[src/rtl/trap_controller.sv]
// trap_controller: machine-mode trap entry and MRET return sequencer.
// Owns mepc/mcause/mtval, the mstatus MIE/MPIE/MPP bits and the current
// privilege register. Optional macro TRAP_MTVAL_EN enables hardware mtval
// capture on trap entry; without it mtval is held at zero.

`ifndef XLEN_32b
`define XLEN_32b 1
`endif
`ifndef XLEN_64b
`define XLEN_64b 2
`endif
`ifndef USER
`define USER 2'b00
`endif
`ifndef SUPERVISOR
`define SUPERVISOR 2'b01
`endif
`ifndef MACHINE
`define MACHINE 2'b11
`endif
`ifndef NO_E
`define NO_E 4'hF
`endif
`ifndef E_FETCH_ADDR_MISALIGNED
`define E_FETCH_ADDR_MISALIGNED 4'd0
`endif
`ifndef E_ILLEGAL_INSTR
`define E_ILLEGAL_INSTR 4'd2
`endif
`ifndef E_LOAD_ADDR_MISALIGNED
`define E_LOAD_ADDR_MISALIGNED 4'd4
`endif
`ifndef E_LOAD_ACCESS_FAULT
`define E_LOAD_ACCESS_FAULT 4'd5
`endif
`ifndef E_STORE_ADDR_MISALIGNED
`define E_STORE_ADDR_MISALIGNED 4'd6
`endif
`ifndef E_STORE_ACCESS_FAULT
`define E_STORE_ACCESS_FAULT 4'd7
`endif
`ifndef E_ECALL
`define E_ECALL 4'd8
`endif

module trap_controller #(
    parameter int XLEN         = `XLEN_64b,
    parameter int FLUSH_CYCLES = 2
) (
    input  logic                           i_clk,
    input  logic                           i_rst,
    input  logic [3:0]                     i_exception_code_f,
    input  logic [3:0]                     i_exception_code_e,
    input  logic [(1 << (XLEN + 4)) - 1:0] i_pc_f,
    input  logic [(1 << (XLEN + 4)) - 1:0] i_pc_e,
    input  logic [31:0]                    i_instr_f,
    input  logic [(1 << (XLEN + 4)) - 1:0] i_alu_out_e,
    input  logic                           i_older_valid,
    input  logic                           i_mret_e,
    input  logic [(1 << (XLEN + 4)) - 1:0] i_mtvec,
    input  logic                           i_csr_we,
    input  logic [11:0]                    i_csr_addr,
    input  logic [(1 << (XLEN + 4)) - 1:0] i_csr_wdata,
    output logic [1:0]                     o_current_privilege,
    output logic                           o_redirect,
    output logic [(1 << (XLEN + 4)) - 1:0] o_redirect_pc,
    output logic                           o_flush_f,
    output logic                           o_flush_d,
    output logic                           o_flush_e,
    output logic                           o_stall_f,
    output logic [(1 << (XLEN + 4)) - 1:0] o_mepc,
    output logic [(1 << (XLEN + 4)) - 1:0] o_mcause,
    output logic [(1 << (XLEN + 4)) - 1:0] o_mtval,
    output logic                           o_mstatus_mie,
    output logic                           o_mstatus_mpie,
    output logic [1:0]                     o_mstatus_mpp,
    output logic                           o_trap_busy
);

    localparam int XW = 1 << (XLEN + 4);

    typedef enum logic [2:0] {
        S_IDLE,
        S_F_WAIT,
        S_TRAP,
        S_RET,
        S_DRAIN
    } state_t;

    state_t          state_q, state_d;
    logic            src_e_q, src_e_d;      // 1: flush F/D/E, 0: flush F only
    logic [3:0]      cnt_q, cnt_d;
    logic [XW-1:0]   fpc_q, fpc_d;
    logic [31:0]     finstr_q, finstr_d;
    logic [3:0]      fcode_q, fcode_d;
    logic [1:0]      priv_q, priv_d;
    logic [XW-1:0]   mepc_q, mepc_d;
    logic [XW-1:0]   mcause_q, mcause_d;
    logic [XW-1:0]   mtval_q, mtval_d;
    logic            mie_q, mie_d;
    logic            mpie_q, mpie_d;
    logic [1:0]      mpp_q, mpp_d;

    logic            trap_take, trap_from_e, trap_from_latched, ret_take;
    logic [XW-1:0]   sel_pc;
    logic [31:0]     sel_instr;
    logic [3:0]      sel_code;
    logic            csr_ok;
    logic            unused_bits;

    assign unused_bits = ^{i_mtvec[1:0], i_instr_f, i_alu_out_e, finstr_q};

    // Next-state and strobe/flush/stall outputs of the trap sequencer.
    always_comb begin
        state_d           = state_q;
        src_e_d           = src_e_q;
        cnt_d             = cnt_q;
        fpc_d             = fpc_q;
        finstr_d          = finstr_q;
        fcode_d           = fcode_q;
        trap_take         = 1'b0;
        trap_from_e       = 1'b0;
        trap_from_latched = 1'b0;
        ret_take          = 1'b0;
        o_stall_f         = 1'b0;
        o_redirect        = 1'b0;
        o_redirect_pc     = '0;
        o_flush_f         = 1'b0;
        o_flush_d         = 1'b0;
        o_flush_e         = 1'b0;
        case (state_q)
            S_IDLE: begin
                if (i_exception_code_e != `NO_E) begin
                    trap_take   = 1'b1;
                    trap_from_e = 1'b1;
                end else if (i_mret_e) begin
                    ret_take = 1'b1;
                end else if (i_exception_code_f != `NO_E) begin
                    if (i_older_valid) begin
                        // Older instructions may still trap; hold fetch and remember F.
                        state_d   = S_F_WAIT;
                        o_stall_f = 1'b1;
                        fpc_d     = i_pc_f;
                        finstr_d  = i_instr_f;
                        fcode_d   = i_exception_code_f;
                    end else begin
                        trap_take = 1'b1;
                    end
                end
            end
            S_F_WAIT: begin
                o_stall_f = 1'b1;
                if (i_exception_code_e != `NO_E) begin
                    trap_take   = 1'b1;
                    trap_from_e = 1'b1;
                end else if (i_mret_e) begin
                    ret_take = 1'b1;
                end else if (!i_older_valid) begin
                    trap_take         = 1'b1;
                    trap_from_latched = 1'b1;
                end
            end
            S_TRAP: begin
                o_redirect    = 1'b1;
                o_redirect_pc = {i_mtvec[XW-1:2], 2'b00};
                o_flush_f     = 1'b1;
                o_flush_d     = src_e_q;
                o_flush_e     = src_e_q;
                state_d       = S_DRAIN;
                cnt_d         = 4'(FLUSH_CYCLES);
            end
            S_RET: begin
                o_redirect    = 1'b1;
                o_redirect_pc = mepc_q;
                o_flush_f     = 1'b1;
                o_flush_d     = 1'b1;
                o_flush_e     = 1'b1;
                state_d       = S_DRAIN;
                cnt_d         = 4'(FLUSH_CYCLES);
            end
            S_DRAIN: begin
                o_flush_f = 1'b1;
                o_flush_d = src_e_q;
                o_flush_e = src_e_q;
                cnt_d     = cnt_q - 4'd1;
                if (cnt_q <= 4'd1) begin
                    state_d = S_IDLE;
                end
            end
            default: begin
                state_d = S_IDLE;
            end
        endcase
        if (trap_take) begin
            state_d = S_TRAP;
            src_e_d = trap_from_e;
        end
        if (ret_take) begin
            state_d = S_RET;
            src_e_d = 1'b1;
        end
    end

    // Select the trapping instruction's operands: E, latched F, or live F.
    always_comb begin
        sel_pc    = i_pc_f;
        sel_instr = i_instr_f;
        sel_code  = i_exception_code_f;
        if (trap_from_e) begin
            sel_pc    = i_pc_e;
            sel_instr = 32'd0;
            sel_code  = i_exception_code_e;
        end else if (trap_from_latched) begin
            sel_pc    = fpc_q;
            sel_instr = finstr_q;
            sel_code  = fcode_q;
        end
    end

    // CSR next values: software writes, overridden by trap/RET hardware updates.
    always_comb begin
        priv_d   = priv_q;
        mepc_d   = mepc_q;
        mcause_d = mcause_q;
        mtval_d  = mtval_q;
        mie_d    = mie_q;
        mpie_d   = mpie_q;
        mpp_d    = mpp_q;
        csr_ok   = i_csr_we && (state_q == S_IDLE || state_q == S_F_WAIT)
                   && !trap_take && !ret_take;
        if (csr_ok) begin
            case (i_csr_addr)
                12'h341: mepc_d   = {i_csr_wdata[XW-1:2], 2'b00};
                12'h342: mcause_d = i_csr_wdata;
`ifdef TRAP_MTVAL_EN
                12'h343: mtval_d  = i_csr_wdata;
`endif
                12'h300: begin
                    mie_d  = i_csr_wdata[3];
                    mpie_d = i_csr_wdata[7];
                    mpp_d  = i_csr_wdata[12:11];
                end
                default: ;
            endcase
        end
        if (trap_take) begin
            mepc_d = sel_pc;
            if (sel_code == `E_ECALL) begin
                mcause_d = {{(XW-4){1'b0}}, 4'd8 + {2'b00, priv_q}};
            end else begin
                mcause_d = {{(XW-4){1'b0}}, sel_code};
            end
`ifdef TRAP_MTVAL_EN
            case (sel_code)
                `E_FETCH_ADDR_MISALIGNED: mtval_d = sel_pc;
                `E_ILLEGAL_INSTR:         mtval_d = {{(XW-32){1'b0}}, sel_instr};
                `E_LOAD_ADDR_MISALIGNED,
                `E_LOAD_ACCESS_FAULT,
                `E_STORE_ADDR_MISALIGNED,
                `E_STORE_ACCESS_FAULT:    mtval_d = i_alu_out_e;
                default:                  mtval_d = '0;
            endcase
`else
            mtval_d = '0;
`endif
            mpie_d = mie_q;
            mie_d  = 1'b0;
            mpp_d  = priv_q;
            priv_d = `MACHINE;
        end
        if (ret_take) begin
            priv_d = mpp_q;
            mie_d  = mpie_q;
            mpie_d = 1'b1;
            mpp_d  = `USER;
        end
    end

    // State and CSR registers with synchronous reset.
    always_ff @(posedge i_clk) begin
        if (i_rst) begin
            state_q  <= S_IDLE;
            src_e_q  <= 1'b0;
            cnt_q    <= 4'd0;
            fpc_q    <= '0;
            finstr_q <= 32'd0;
            fcode_q  <= `NO_E;
            priv_q   <= `MACHINE;
            mepc_q   <= '0;
            mcause_q <= '0;
            mtval_q  <= '0;
            mie_q    <= 1'b0;
            mpie_q   <= 1'b0;
            mpp_q    <= `MACHINE;
        end else begin
            state_q  <= state_d;
            src_e_q  <= src_e_d;
            cnt_q    <= cnt_d;
            fpc_q    <= fpc_d;
            finstr_q <= finstr_d;
            fcode_q  <= fcode_d;
            priv_q   <= priv_d;
            mepc_q   <= mepc_d;
            mcause_q <= mcause_d;
            mtval_q  <= mtval_d;
            mie_q    <= mie_d;
            mpie_q   <= mpie_d;
            mpp_q    <= mpp_d;
        end
    end

    assign o_current_privilege = priv_q;
    assign o_mepc              = mepc_q;
    assign o_mcause            = mcause_q;
    assign o_mtval             = mtval_q;
    assign o_mstatus_mie       = mie_q;
    assign o_mstatus_mpie      = mpie_q;
    assign o_mstatus_mpp       = mpp_q;
    assign o_trap_busy         = (state_q != S_IDLE);

endmodule

[config.mk]
export PLATFORM = sky130hd
export DESIGN_NAME = trap_controller
export DESIGN_NICKNAME = d
export VERILOG_FILES = /design/src/rtl/trap_controller.sv
export SDC_FILE = /design/constraint.sdc
export NUM_CORES = 1
export LEC_CHECK = 0
export ABC_CLOCK_PERIOD_IN_PS = 5900
export BUFFER_PORTS_ARGS = -buffer_cell sky130_fd_sc_hd__buf_2
export CAP_MARGIN = 20
export CORE_AREA = 2 2 254 256
export CTS_CLUSTER_DIAMETER = 80
export DETAILED_ROUTE_END_ITERATION = 7
export DIE_AREA = 0 0 256 258
export PLACE_DENSITY = 0.44
export RECOVER_POWER = 100
export SYNTH_ARGS = -nofsm -noshare
export SYNTH_HDL_FRONTEND = slang
export SYNTH_SLANG_ARGS = --single-unit
[constraint.sdc]
create_clock -name i_clk -period 5.9 [get_ports i_clk]
set_clock_uncertainty 0.05 [all_clocks]
set_input_delay 1.18 -clock i_clk [delete_from_list [all_inputs] [get_ports i_clk]]
set_output_delay 1.18 -clock i_clk [all_outputs]
set_load 0.03 [all_outputs]
Word level (Yosys, flattened, before mapping)

Index checks and enable logic that the tools add are counted.

Bits in registers: 210
Input bits: 377
Output and inout port bits: 268
Logic and storage cells: 124

Add/sub/neg operators: 2
Order comparisons: 1
Eq/ne operators: 21
Multiplexer cells: 59
Bitwise operators: 3
Reduce and logical (&&, ||, !) cells: 26

Operators by type and width:

| cell                   | number |
|---|---|
| $mux W64               | 8 |
| $pmux W64 S2           | 1 |
| $eq A12 B10 Y1 const B | 3 |
| $mux W1                | 29 |
| $ne A4 B4 Y1 const B   | 7 |
| $mux W2                | 8 |
| $mux W3                | 5 |
| $mux W4                | 3 |
| $pmux W3 S4            | 1 |
| $reduce_and A6 Y1      | 2 |
| $ne A2 B2 Y1 const B   | 5 |
| $reduce_bool A2 Y1     | 5 |
| $reduce_bool A3 Y1     | 3 |
| $pmux W4 S2            | 1 |
| $eq A3 B2 Y1 const B   | 2 |
| $pmux W1 S2            | 3 |
| $reduce_and A2 Y1      | 3 |
| $reduce_or A2 Y1       | 3 |
| $reduce_or A3 Y1       | 2 |
| $reduce_and A5 Y1      | 1 |
| $add A4 B2 Y4 const A  | 1 |
| $eq A4 B4 Y1 const B   | 1 |
| $le A4 B1 Y1 const B   | 1 |
| $sub A4 B1 Y4 const B  | 1 |
| other kinds (8)        | 13 |

Depth between registers and ports, before layout

Depth in word-level cells: 11
Depth in mapped cells: 8

Worst setup path before layout

No wires, ideal clock.

Kind: input port to output port
Start: input port i_exception_code_e[2]
End: output port o_stall_f
Arrival time: 2.081 ns
Slack: 2.589 ns
Cell stages on the path: 3
Buffers on the path: 0
Cell sequence: and4_4 nand4b_1 a21oi_1

Word-level cells in the longest chain between the ends: 3

RTL lines:

| element                | RTL line | source |
|---|---|---|
| start, declared        | 53       | `input logic [3:0] i_exception_code_e,` |
| $ne A4 B4 Y1 (no line) | -        |  |
| $mux W1                | 133      | `` if (i_exception_code_e != `NO_E) begin `` |
| $pmux W1 S2            | 131      | `case (state_q)` |
| end, declared          | 70       | `output logic o_stall_f,` |

Every way passes these cells.

Worst setup path in the final report

Start: input port i_exception_code_e[1]
End: register mpp_q[1] (netlist: o_mstatus_mpp[1])

Word-level cells in the longest chain between the ends: 8
Elaborated cells on any way between the ends: 15
Classes of those cells: eq/ne: 1; mux: 7; reduce/logical: 7

RTL lines:

| element                          | RTL line | source |
|---|---|---|
| $ne A4 B4 Y1 (no line) *         | -        |  |
| $mux W1 (on tied branches)       | 153, 133 |  |
| $pmux W1 S2                      | 131      |  |
| $logic_not A1 Y1                 | 230      | `&& !trap_take && !ret_take;` |
| $logic_and A1 B1 Y1 (2 in a row) | 230      |  |
| $reduce_bool A3 Y1 (no line)     | -        |  |
| $reduce_and A2 Y1 (no line)      | -        |  |
| end signal, assigned             | 294      | `` mpp_q <= `MACHINE; `` |
| end signal, assigned             | 308      | `mpp_q <= mpp_d;` |
| end, declared                    | 102      | `logic [1:0] mpp_q, mpp_d;` |

Every way passes the cells marked *; elsewhere a longest branch is shown, timed or not.
A chain may end at the register's enable or synchronous reset.

==> results <==
- The accumulated negative setup slack is 0 ns.
- The synthesized design contains 0 enable-type register cells.
- The distinct cell type count of the synthesized netlist is 52.
- The least setup slack across all paths after layout is 1.38 ns.
- The tool flagged a number of max-cap violations equal to 2.
- The run finished, with violations left.
- The portion of total power attributed to sequential cells is 35.8%.
- Per report_power, the clock group accounts for 39.6% of the total.
- STA puts the critical path data required time at 6.31 ns.
- The x dimension of the die is 256 um.
- The final hold violation count was 0.
- The depth of the CTS H-tree is 1.
- By area the synthesized netlist is led by dfxtp_1 (39%), mux2i_1 (12%), nand2_1 (9.9%), a21oi_1 (9.3%), buf_4 (4.6%).
- The Yosys step of the flow raised 0 warnings.
- The sequential cell area in the final layout is 4210 um2.
- The final layout net count is 2,158.
- The number of clock buffers added by TritonCTS is 28.
- The time the worst path needs with I/O delays and setup is 4.52 ns.
- The path type of the worst setup path is primary input to flop.
- In this run, the number of DRC markers left after iteration 0 of detailed routing was 591.
- At the worst endpoint, the arrival time is 4.93 ns.
- For this configuration, the core starts out at a cell density of 16.9%.
- The largest net degree at the start of global routing is 71.
- The largest single stage delay on the critical path is 1.32 ns.
- The area of the mapped netlist is 10,800 um2.
- After synthesis, the share of flip-flops with an asynchronous set or reset is 0%.
- The die covers 66,000 um2.
- Detailed placement ended at an HPWL of 35,300 um.
- TritonCTS built the clock tree.
- The transition time at the pin with the least slew margin is 3.05 ns.
- The all-layer global routing usage is 14.6%.
- The core box area is 63,600 um2.
- Net switching is 35.7% of the power.
- The combinational cell fraction of total power is 24.6%.
- The wire length of the first global-routing pass is 74,100 um.
- For this design the top-level I/O count stands at 645.
- The number of antenna violations at the first check in global routing is 14.
- The maximum number of buffers from clock root to sink is 3.
- The internal power summed over all cells is 2880 uW.
- Before CTS, the worst setup slack after placement is 1.76 ns.
- The routed length per placed instance is 19.0 um.
- The reported net switching power is 1600 uW.
- After clock tree synthesis, the clock-pin slew on the worst setup and hold paths is 0.06 ns.
- The number of instances in the synthesized netlist is 1,373.
- After clock tree synthesis, the setup repair step added 0 buffers.
- The most used flip-flop cell after synthesis is dfxtp_1.
- The ratio of final minimum period to clock period is 76.6%.
- Of the cells placed in the final design, the portion with a size suffix greater than 1 is 19.7%.
- The number of gates given a new drive strength after cts is 0.
- The number of global-route vias before repair came to 11,300.
- The synthesized design spends more area on one cell type than any other, namely dfxtp_1.
- The number of hold buffers added after CTS is 0.
- Dividing the detail-routed via count by the number of cells gives 4.37.
- The multi-input combinational cell area is 5810 um2.
- The maximum vdd ir drop is 0.000213 V.
- The wire length reported by the detailed router is 50,400 um.
- Of the post-synthesis cell area, the dominant cell type holds 39.0%.
- The length of the first detailed-routing pass in iterations is 5.
- The via count is 11,600.
- The peak clock frequency supported by timing is 221 MHz.
- Setup repair after global routing left no endpoint under its margin.
- In the routed design, unresolved DRC markers number 0.
- Dividing the synthesized area by the synthesized cell count gives 7.85 um2.
- The clock tree root buffer cell is clkbuf_16.
- In this run the remaining antenna-violating nets after routing total 0.
- The internal reg-to-reg setup slack is 1.67 ns.
- The count of final setup violators is 0.
- The checks that failed: capacitance limit, slew limit.
- From bottom edge to top edge, the die measures 258 um.
- Counting every sink on the clock net gives 210.
- Counting the fill cells in the layout gives 7,212.
- The max-slew headroom at the worst pin is -103%.
- The post-synthesis to final-layout area growth is 33.7%.
- Walking the worst path, the cells encountered are clkbuf_1 -> nand4_1 -> clkbuf_1 -> o21ai_4 -> clkbuf_2 -> nand2_1 -> nand2_1 -> a221o_1.
- The clock network latency to the later pin of the worst-skew pair is 0.57 ns.
- The max-slew violation count is 98.
- The worst min-delay path category is flop to flop.
- In this run the tool buffered the top-level ports with 482 buffer cells.
- In this run the worst path has a maximum fanout of 33.
- For this run the aggregate overflow at the end of global routing stands at 0.
- STA classifies the critical path startpoint as a primary input.
- After synthesis, flip-flops and latches occupy 39.0% of the total area.
- At the end of routability-driven placement, the weighted congestion stood at 0.852.
- The slowest stage of the critical path is the clkbuf_1 cell.
- The register bit count reported by yosys is 210.
- The static leakage is 0.00514 uW.
- The endpoint kind of the worst setup timing path is a flop.
- Power spread over the standard cell area amounts to 312 nW/um2.
- In this run the core area contains 93 standard-cell rows.
-- area by class of cell --
cell class / count / share of cell area [%]
diodes: 4 / 0.0695
clock buffers: 43 / 6.10
clock inverters: 8 / 0.565
inverters: 10 / 0.261
multi-input cells: 1030 / 40.3
flip-flops and latches: 210 / 29.2
well taps: 855 / 7.43
repair buffers: 499 / 16.0
-- synth_stat cells (all sizes together) (6+ instances only) --
| master | instances |
|---|---|
| a211oi | 62 |
| a21oi | 201 |
| a22oi | 64 |
| buf | 111 |
| clkbuf | 75 |
| dfxtp | 210 |
| inv | 10 |
| mux2i | 125 |
| nand2 | 284 |
| nand3 | 6 |
| nand3b | 7 |
| nor2 | 83 |
| nor3 | 7 |
| o21ai | 73 |
-- power groups by stage --
stage	Sequential [uW]	Clock, uW	Combinational [uW]
floorplan	1740	0	616
global placement	1630	0	1150
detailed placement	1640	0	1160
CTS	1610	1830	1160
global route	1620	1880	1200
finish	1610	1780	1110
-- per-layer routing --
layer	vias to the layer above	part of all wire (%)	global-route usage, %
met3	73	7.9	4.23
met4	18	1.8	3.67
met2	474	49	25.2
li1	5499	-	-
met1	5563	41	17.7
met5	-	0.22	0
-- worst max-delay path, delay by kind of cell --
kind                   cells  cell delay (ns)
AO/OA/AOI/OAI              2             0.89
buffers and inverters      3             2.20
AND/OR/NAND/NOR            3             0.62
-- worst paths after layout --
check	startpoint	cells past startpoint	end
max	i_exception_code_e[1]	8	o_mstatus_mpp[1]
min	o_mcause[58]	2	o_mcause[58]
min reg2reg	o_mcause[58]	2	o_mcause[58]
max reg2reg	state_q[0]	5	fpc_q[33]
-- cell usage in the layout, fill, tap and decap left out, types with 3 or more instances in the layout --
cell,netlist,layout
clkbuf_8,0,10
conb_1,1,64
nor3_1,7,7
and3_1,5,5
nand3_1,6,6
a21oi_1,201,201
buf_4,66,12
nand2_1,284,283
inv_1,10,10
clkbuf_16,0,29
a22oi_1,64,64
nand3b_1,7,7
o21ai_0,39,57
clkbuf_1,75,208
mux2i_1,125,125
a211oi_1,62,62
dfxtp_1,210,209
diode_2,0,4
nor2_1,82,81
o21ai_1,34,14
nand4_1,3,3
a221oi_1,4,4
buf_2,29,278
-- flip-flops by register name, indices dropped and copies added (netlist names), 2 cells and up --
name	cells
o_mcause	64
o_mstatus_mpp	2
o_current_privilege	2
fpc_q	64
state_q	3
fcode_q	4
cnt_q	4
o_mepc	64
-- cell families after synthesis --
kind of cell	count (synthesis)	share of synthesized area (%)
AOI/OAI and AO/OA	426	23.5
adders and majority gates	2	0.232
buffers and inverters	196	9.88
DFF	210	39.0
muxes	125	11.6
other	1	0.0348
and+or+nand+nor	413	15.8
-- through the flow --
stage / instances / hold WS (ns) / instance area (um2) / power [uW] / util (%)
finish: 2659 / 0.399 / 14400 / 4490 / 22.6
global route: 2657 / 0.421 / 14400 / 4700 / 22.6
CTS: 2655 / 0.401 / 14700 / 4600 / 23.0
detailed placement: 2604 / 0.391 / 13700 / 2790 / 21.5
global placement: 2604 / 0.387 / 13700 / 2780 / 21.5
floorplan: 1436 / 0.386 / 11000 / 2360 / -
Power figures use the tool's default switching activity.
